File: src/rtl/store_buffer_pkg.sv
// Shared types and constants for the posted-write store buffer.
// Entries hold one big-endian doubleword and its byte address.
package store_buffer_pkg;

    localparam int SB_DEPTH    = 4;
    localparam int DWORD_BYTES = 8;

    typedef struct packed {
        logic [63:0] addr;
        logic [63:0] data;
    } sb_entry_t;

endpackage

File: src/rtl/sb_addr_match.sv
// Per-entry comparator: exact doubleword hit or partial byte overlap.
// 65-bit sums keep the range test free of wraparound at the top of memory.
module sb_addr_match
    import store_buffer_pkg::*;
(
    input  logic        valid_i,
    input  logic [63:0] entry_addr_i,
    input  logic [63:0] load_addr_i,
    output logic        hit_o,
    output logic        overlap_o
);

    logic [64:0] ea;
    logic [64:0] la;
    logic        eq;
    logic        span;

    assign ea   = {1'b0, entry_addr_i};
    assign la   = {1'b0, load_addr_i};
    assign eq   = (entry_addr_i == load_addr_i);
    assign span = (la < ea + 65'(DWORD_BYTES)) &&
                  (ea < la + 65'(DWORD_BYTES));

    assign hit_o     = valid_i && eq;
    assign overlap_o = valid_i && span && !eq;

endmodule

File: src/rtl/store_buffer.sv
// Posted-write FIFO between the memory stage and data memory.
// Loads own the port, forward on exact match and stall on partial overlap.
module store_buffer
    import store_buffer_pkg::*;
#(
    parameter int DEPTH = SB_DEPTH
) (
    input  logic                       clk_i,
    input  logic                       rst_i,
    input  logic                       StoreValid_i,
    input  logic [63:0]                StoreAddress_i,
    input  logic [63:0]                StoreData_i,
    output logic                       StoreReady_o,
    input  logic                       LoadValid_i,
    input  logic [63:0]                LoadAddress_i,
    output logic [63:0]                LoadData_o,
    output logic                       LoadStall_o,
    output logic [63:0]                MemAddress_o,
    output logic [63:0]                MemWriteData_o,
    output logic                       MemoryRead_o,
    output logic                       MemoryWrite_o,
    input  logic [63:0]                MemReadData_i,
    output logic                       Empty_o,
    output logic [$clog2(DEPTH+1)-1:0] Count_o
);

    localparam int PW = $clog2(DEPTH);
    localparam int CW = $clog2(DEPTH+1);

    sb_entry_t         ent_q [DEPTH];
    logic [PW-1:0]     head_q, head_d;
    logic [PW-1:0]     tail_q, tail_d;
    logic [CW-1:0]     count_q, count_d;
    logic [PW-1:0]     off [DEPTH];
    logic [DEPTH-1:0]  live, hit, ovl;
    logic [PW-1:0]     idx;
    logic              fwd_hit;
    logic [63:0]       fwd_data;
    logic              push, pop;

    // Slot g is occupied when its distance from head is below Count.
    for (genvar g = 0; g < DEPTH; g++) begin : g_match
        assign off[g]  = PW'(g) - head_q;
        assign live[g] = CW'(off[g]) < count_q;
        sb_addr_match u_match (
            .valid_i      (live[g]),
            .entry_addr_i (ent_q[g].addr),
            .load_addr_i  (LoadAddress_i),
            .hit_o        (hit[g]),
            .overlap_o    (ovl[g])
        );
    end

    // Youngest hit wins: walk from tail-1 back toward head.
    always_comb begin
        fwd_hit  = 1'b0;
        fwd_data = '0;
        idx      = '0;
        for (int k = 0; k < DEPTH; k++) begin
            idx = tail_q - PW'(k) - PW'(1);
            if (!fwd_hit && hit[idx]) begin
                fwd_hit  = 1'b1;
                fwd_data = ent_q[idx].data;
            end
        end
    end

    assign StoreReady_o = (count_q != CW'(DEPTH));
    assign push         = StoreValid_i && StoreReady_o;

    always_comb begin
        MemoryRead_o   = 1'b0;
        MemoryWrite_o  = 1'b0;
        MemAddress_o   = '0;
        MemWriteData_o = '0;
        LoadData_o     = '0;
        LoadStall_o    = 1'b0;
        pop            = 1'b0;
        if (LoadValid_i && !(|ovl)) begin
            MemoryRead_o = 1'b1;
            MemAddress_o = LoadAddress_i;
            LoadData_o   = fwd_hit ? fwd_data : MemReadData_i;
        end else begin
            LoadStall_o = LoadValid_i;
            if (count_q != '0) begin
                MemoryWrite_o  = 1'b1;
                MemAddress_o   = ent_q[head_q].addr;
                MemWriteData_o = ent_q[head_q].data;
                pop            = 1'b1;
            end
        end
    end

    always_comb begin
        head_d  = pop  ? head_q + PW'(1) : head_q;
        tail_d  = push ? tail_q + PW'(1) : tail_q;
        count_d = count_q + CW'(push) - CW'(pop);
    end

    always_ff @(posedge clk_i or posedge rst_i) begin
        if (rst_i) begin
            head_q  <= '0;
            tail_q  <= '0;
            count_q <= '0;
            for (int i = 0; i < DEPTH; i++) ent_q[i] <= '0;
        end else begin
            head_q  <= head_d;
            tail_q  <= tail_d;
            count_q <= count_d;
            if (push) ent_q[tail_q] <= '{addr: StoreAddress_i, data: StoreData_i};
        end
    end

    assign Empty_o = (count_q == '0);
    assign Count_o = count_q;

endmodule

File: config.mk
export PLATFORM = sky130hd
export DESIGN_NAME = store_buffer
export DESIGN_NICKNAME = d
export VERILOG_FILES = /design/src/rtl/store_buffer_pkg.sv /design/src/rtl/sb_addr_match.sv /design/src/rtl/store_buffer.sv
export SDC_FILE = /design/constraint.sdc
export NUM_CORES = 2
export LEC_CHECK = 0
export ABC_AREA = 0
export BUFFER_PORTS_ARGS = -buffer_cell sky130_fd_sc_hd__buf_2
export CAP_MARGIN = 20
export CORE_MARGIN = 1
export CORE_UTILIZATION = 56
export CTS_BUF_LIST = sky130_fd_sc_hd__clkbuf_4 sky130_fd_sc_hd__clkbuf_8
export DETAILED_ROUTE_END_ITERATION = 8
export PLACE_DENSITY = 0.78
export SYNTH_ARGS = -nofsm -noshare
export SYNTH_HDL_FRONTEND = slang
export SYNTH_SLANG_ARGS = --single-unit
File: constraint.sdc
create_clock -name clk_i -period 50.8 [get_ports clk_i]
set_input_delay 5.08 -clock clk_i [delete_from_list [all_inputs] [get_ports clk_i]]
set_output_delay 5.08 -clock clk_i [all_outputs]
set_load 0.01 [all_outputs]
==> impl_metrics.toml <==
[timing]
rsz0062_at_grt = "false"
final_hold_viol_count = 0
timing.setup.tns_ps = 0
period_needed_ps = 17800
finalSetupViolCount = 0
slew_violations = 0
finalClockSkew_ps = 44.0
setup_ws_ps = 33000
worst_slew_pin_slew_ps = 1400
max_freq_mhz = 56.2
finalCritPeriodShare = 0.350
maxSlewHeadroom = 0.0577

[routing]
post_drt_wl_per_cell_um = 32.4
route.vias.total = 47300
drt_wl_total_um = 217000
antenna_left = 0
drtIter0Drc = 6001
viasPerCell = 7.06
firstDrtPassIters = 5
drc_errors = 0

[synth]
synthCells = 5108
synth-edff-count = 0
synth_adder_area_share = 0.119
ys_seq_elements = 519
synth_area_per_cell_um2 = 10.2
synth_top_area_frac = 0.249
synth.most_common_cell = "mux2_2"
synth_common_cells = "mux2_2, dfrtp_1, ha_1, clkbuf_1, nand2_1"
synth_compound_area_frac = 0.0977
synth_fp_nets = 5852
synth-simple-area-share = 0.128
ys_warn_count = 0
syn-cell-area_um2 = 52200
async_flop_share = 1.00
synth_xor_area_frac = 0.0911
synth.area.top_cells = "dfrtp_1, mux2_2, mux4_2"
ys_seq_area_frac = 0.249
yosys_most_used_dff = "dfrtp_1"
synth_top_family_by_area = "multiplexers"
synthMuxAreaShare = 0.275
ys_types = 90
yosys.area.top_type = "dfrtp_1"

[min_path]
hold_start = "ent_q[12]"
min_path_cells = 1
min_to = "ent_q[12]"
hold_path_class = "flop to flop"

[floorplanning]
die_y_um = 307
start_util = 0.567
io_pins = 460
row_count = 111
dieArea_um2 = 94500
core_um2 = 92100
die_width_um = 307

[clocking]
cts_tree = "yes"
cts_buffers = 92
clk_pin_slew_worst_paths_ps = 50
insertion_delay_ps = 790
postCtsHoldBufs = 0
cts_buffer_depth = 3
cts_resized = 0
clock-sinks = 519
postCtsSetupRepairBufs = 0
cts-root-buf = "clkbuf_8"
h-tree-depth = 3

[layout]
fin_util = 0.623
fin_nets = 6079
areaGrowthSynthToFinish_pct = 9.83
final_layout_size_suffix_gt1_frac = 0.301

[place]
dp_slack_ps = 33390
portBuffers = 459
gp_congestion = 1.14
dp_hpwl_um = 161000

[global_routing]
grt_use_total = 0.451
grt_max_degree = 171
overflow = 0
grt_first_pass_wirelength_um = 312000
grt_pass1_vias = 44900
antenna_found_initial = 56

[critical_path]
r2r-start = "ent_q[323]"
crit_required_ps = 45720
r2r_end = "Count_o[2]"
r2r_setup_slack_ps = 40830
worstPathMaxFanout = 80
crit_type = "input pin to output pin"
r2r_cells = 30
end_kind = "output pin"
cp.arrival_ps = 12720
startpoint_type = "input pin"

[power_and_ir_drop]
fin_total_pwr_w = 0.00451
cellPowerDensity_nw_per_um2 = 78.5
p_leak_nw = 24.9
ir_worst_vdd_uv = 53.9

[job]
cap_violations = 0

[outcome]
outcome = "complete, no violations"
## registers in the layout, indices dropped and copies added (netlist names)
signal   flops
ent_q      512
Count_o      3
head_q       2
tail_q       2
## worst max-delay path: stages
cell and delay, ps:
buf_2 310, nand3_1 260, or3_1 650, nor3_1 980
nand3_1 200, xnor2_1 430, ha_1 340, and4_1 210
a221oi_1 540, o22ai_1 180, a211oi_1 420, o21a_1 190
nor4b_2 50, nor4_1 480, o31a_1 230, a211oi_4 80
nand2_8 580, buf_4 800, mux2i_1 320, buf_2 170
## report_power, final
part           leakage [nW]  internal (W)  switching, W
clock                  1.17      0.000265      0.000205
combinational          17.6       0.00136       0.00151
sequential             6.15      0.000624      0.000538
## cells by family (layout without fill, tap and decap cells)
logic type / count (synthesis) / in the layout
and+or+nand+nor: 1242 / 1242
muxes: 1020 / 1020
AOI/OAI and AO/OA: 775 / 775
xor gates and xnor gates: 539 / 539
DFF: 519 / 519
buffers and inverters: 512 / 817
adders and majority gates: 501 / 501
other: 0 / 37
## final cells by class
type                            instances  area [um^2]
Clock buffer                          146         1890
Fill cell                            7479        34700
Multi-Input combinational cell       4077        37300
Antenna cell                           37         92.6
Timing Repair Buffer                  511         2710
Clock inverter                         26          324
Tap cell                             1243         1560
Inverter                              134          510
Sequential cell                       519        13000
## through the flow
stage,instances,cell area [um^2],hold slack [ps]
finish,6693,57400,574
global route,6682,57300,591
CTS,6656,57300,574
detailed placement,6484,55100,560
global placement,6482,55100,542
floorplan,5108,52200,523
## layer usage
layer,track usage,share of wire,up-vias
li1,-,-,19700
met2,0.665,0.43,3245
met4,0.271,0.073,38
met1,0.589,0.38,23500
met3,0.125,0.12,794
met5,0,0.0012,-
## cell usage in the layout (no fill, tap or decap), types with 48 or more instances in the layout
| cell type | count |
|---|---|
| nand3_1 | 160 |
| xor2_1 | 273 |
| a21o_1 | 100 |
| nor4_1 | 50 |
| nand4_1 | 160 |
| mux2_2 | 597 |
| buf_4 | 48 |
| nor2_1 | 165 |
| xnor2_1 | 263 |
| ha_1 | 482 |
| o22ai_1 | 78 |
| mux4_2 | 274 |
| and2_1 | 92 |
| dfrtp_1 | 515 |
| o21ai_0 | 117 |
| a21oi_1 | 214 |
| and3_1 | 77 |
| nand2_1 | 288 |
| o221ai_1 | 52 |
| clkbuf_8 | 127 |
| buf_2 | 459 |
| inv_1 | 131 |
| nor3_1 | 59 |
| mux2i_1 | 149 |
## worst max path at each step
stage                     cells past startpoint  slack (ps)               end               from
final                                        20       33000  MemAddress_o[12]  LoadAddress_i[19]
after CTS                                    20       33370  MemAddress_o[12]  LoadAddress_i[19]
after global routing                         20       32980  MemAddress_o[12]  LoadAddress_i[19]
after floorplan                               1       31220        Count_o[0]              rst_i
after global placement                       20       33660   MemAddress_o[8]  LoadAddress_i[11]
after detailed placement                     20       33390  MemAddress_o[12]  LoadAddress_i[19]
Note: power is estimated with default switching activity, not from simulation.
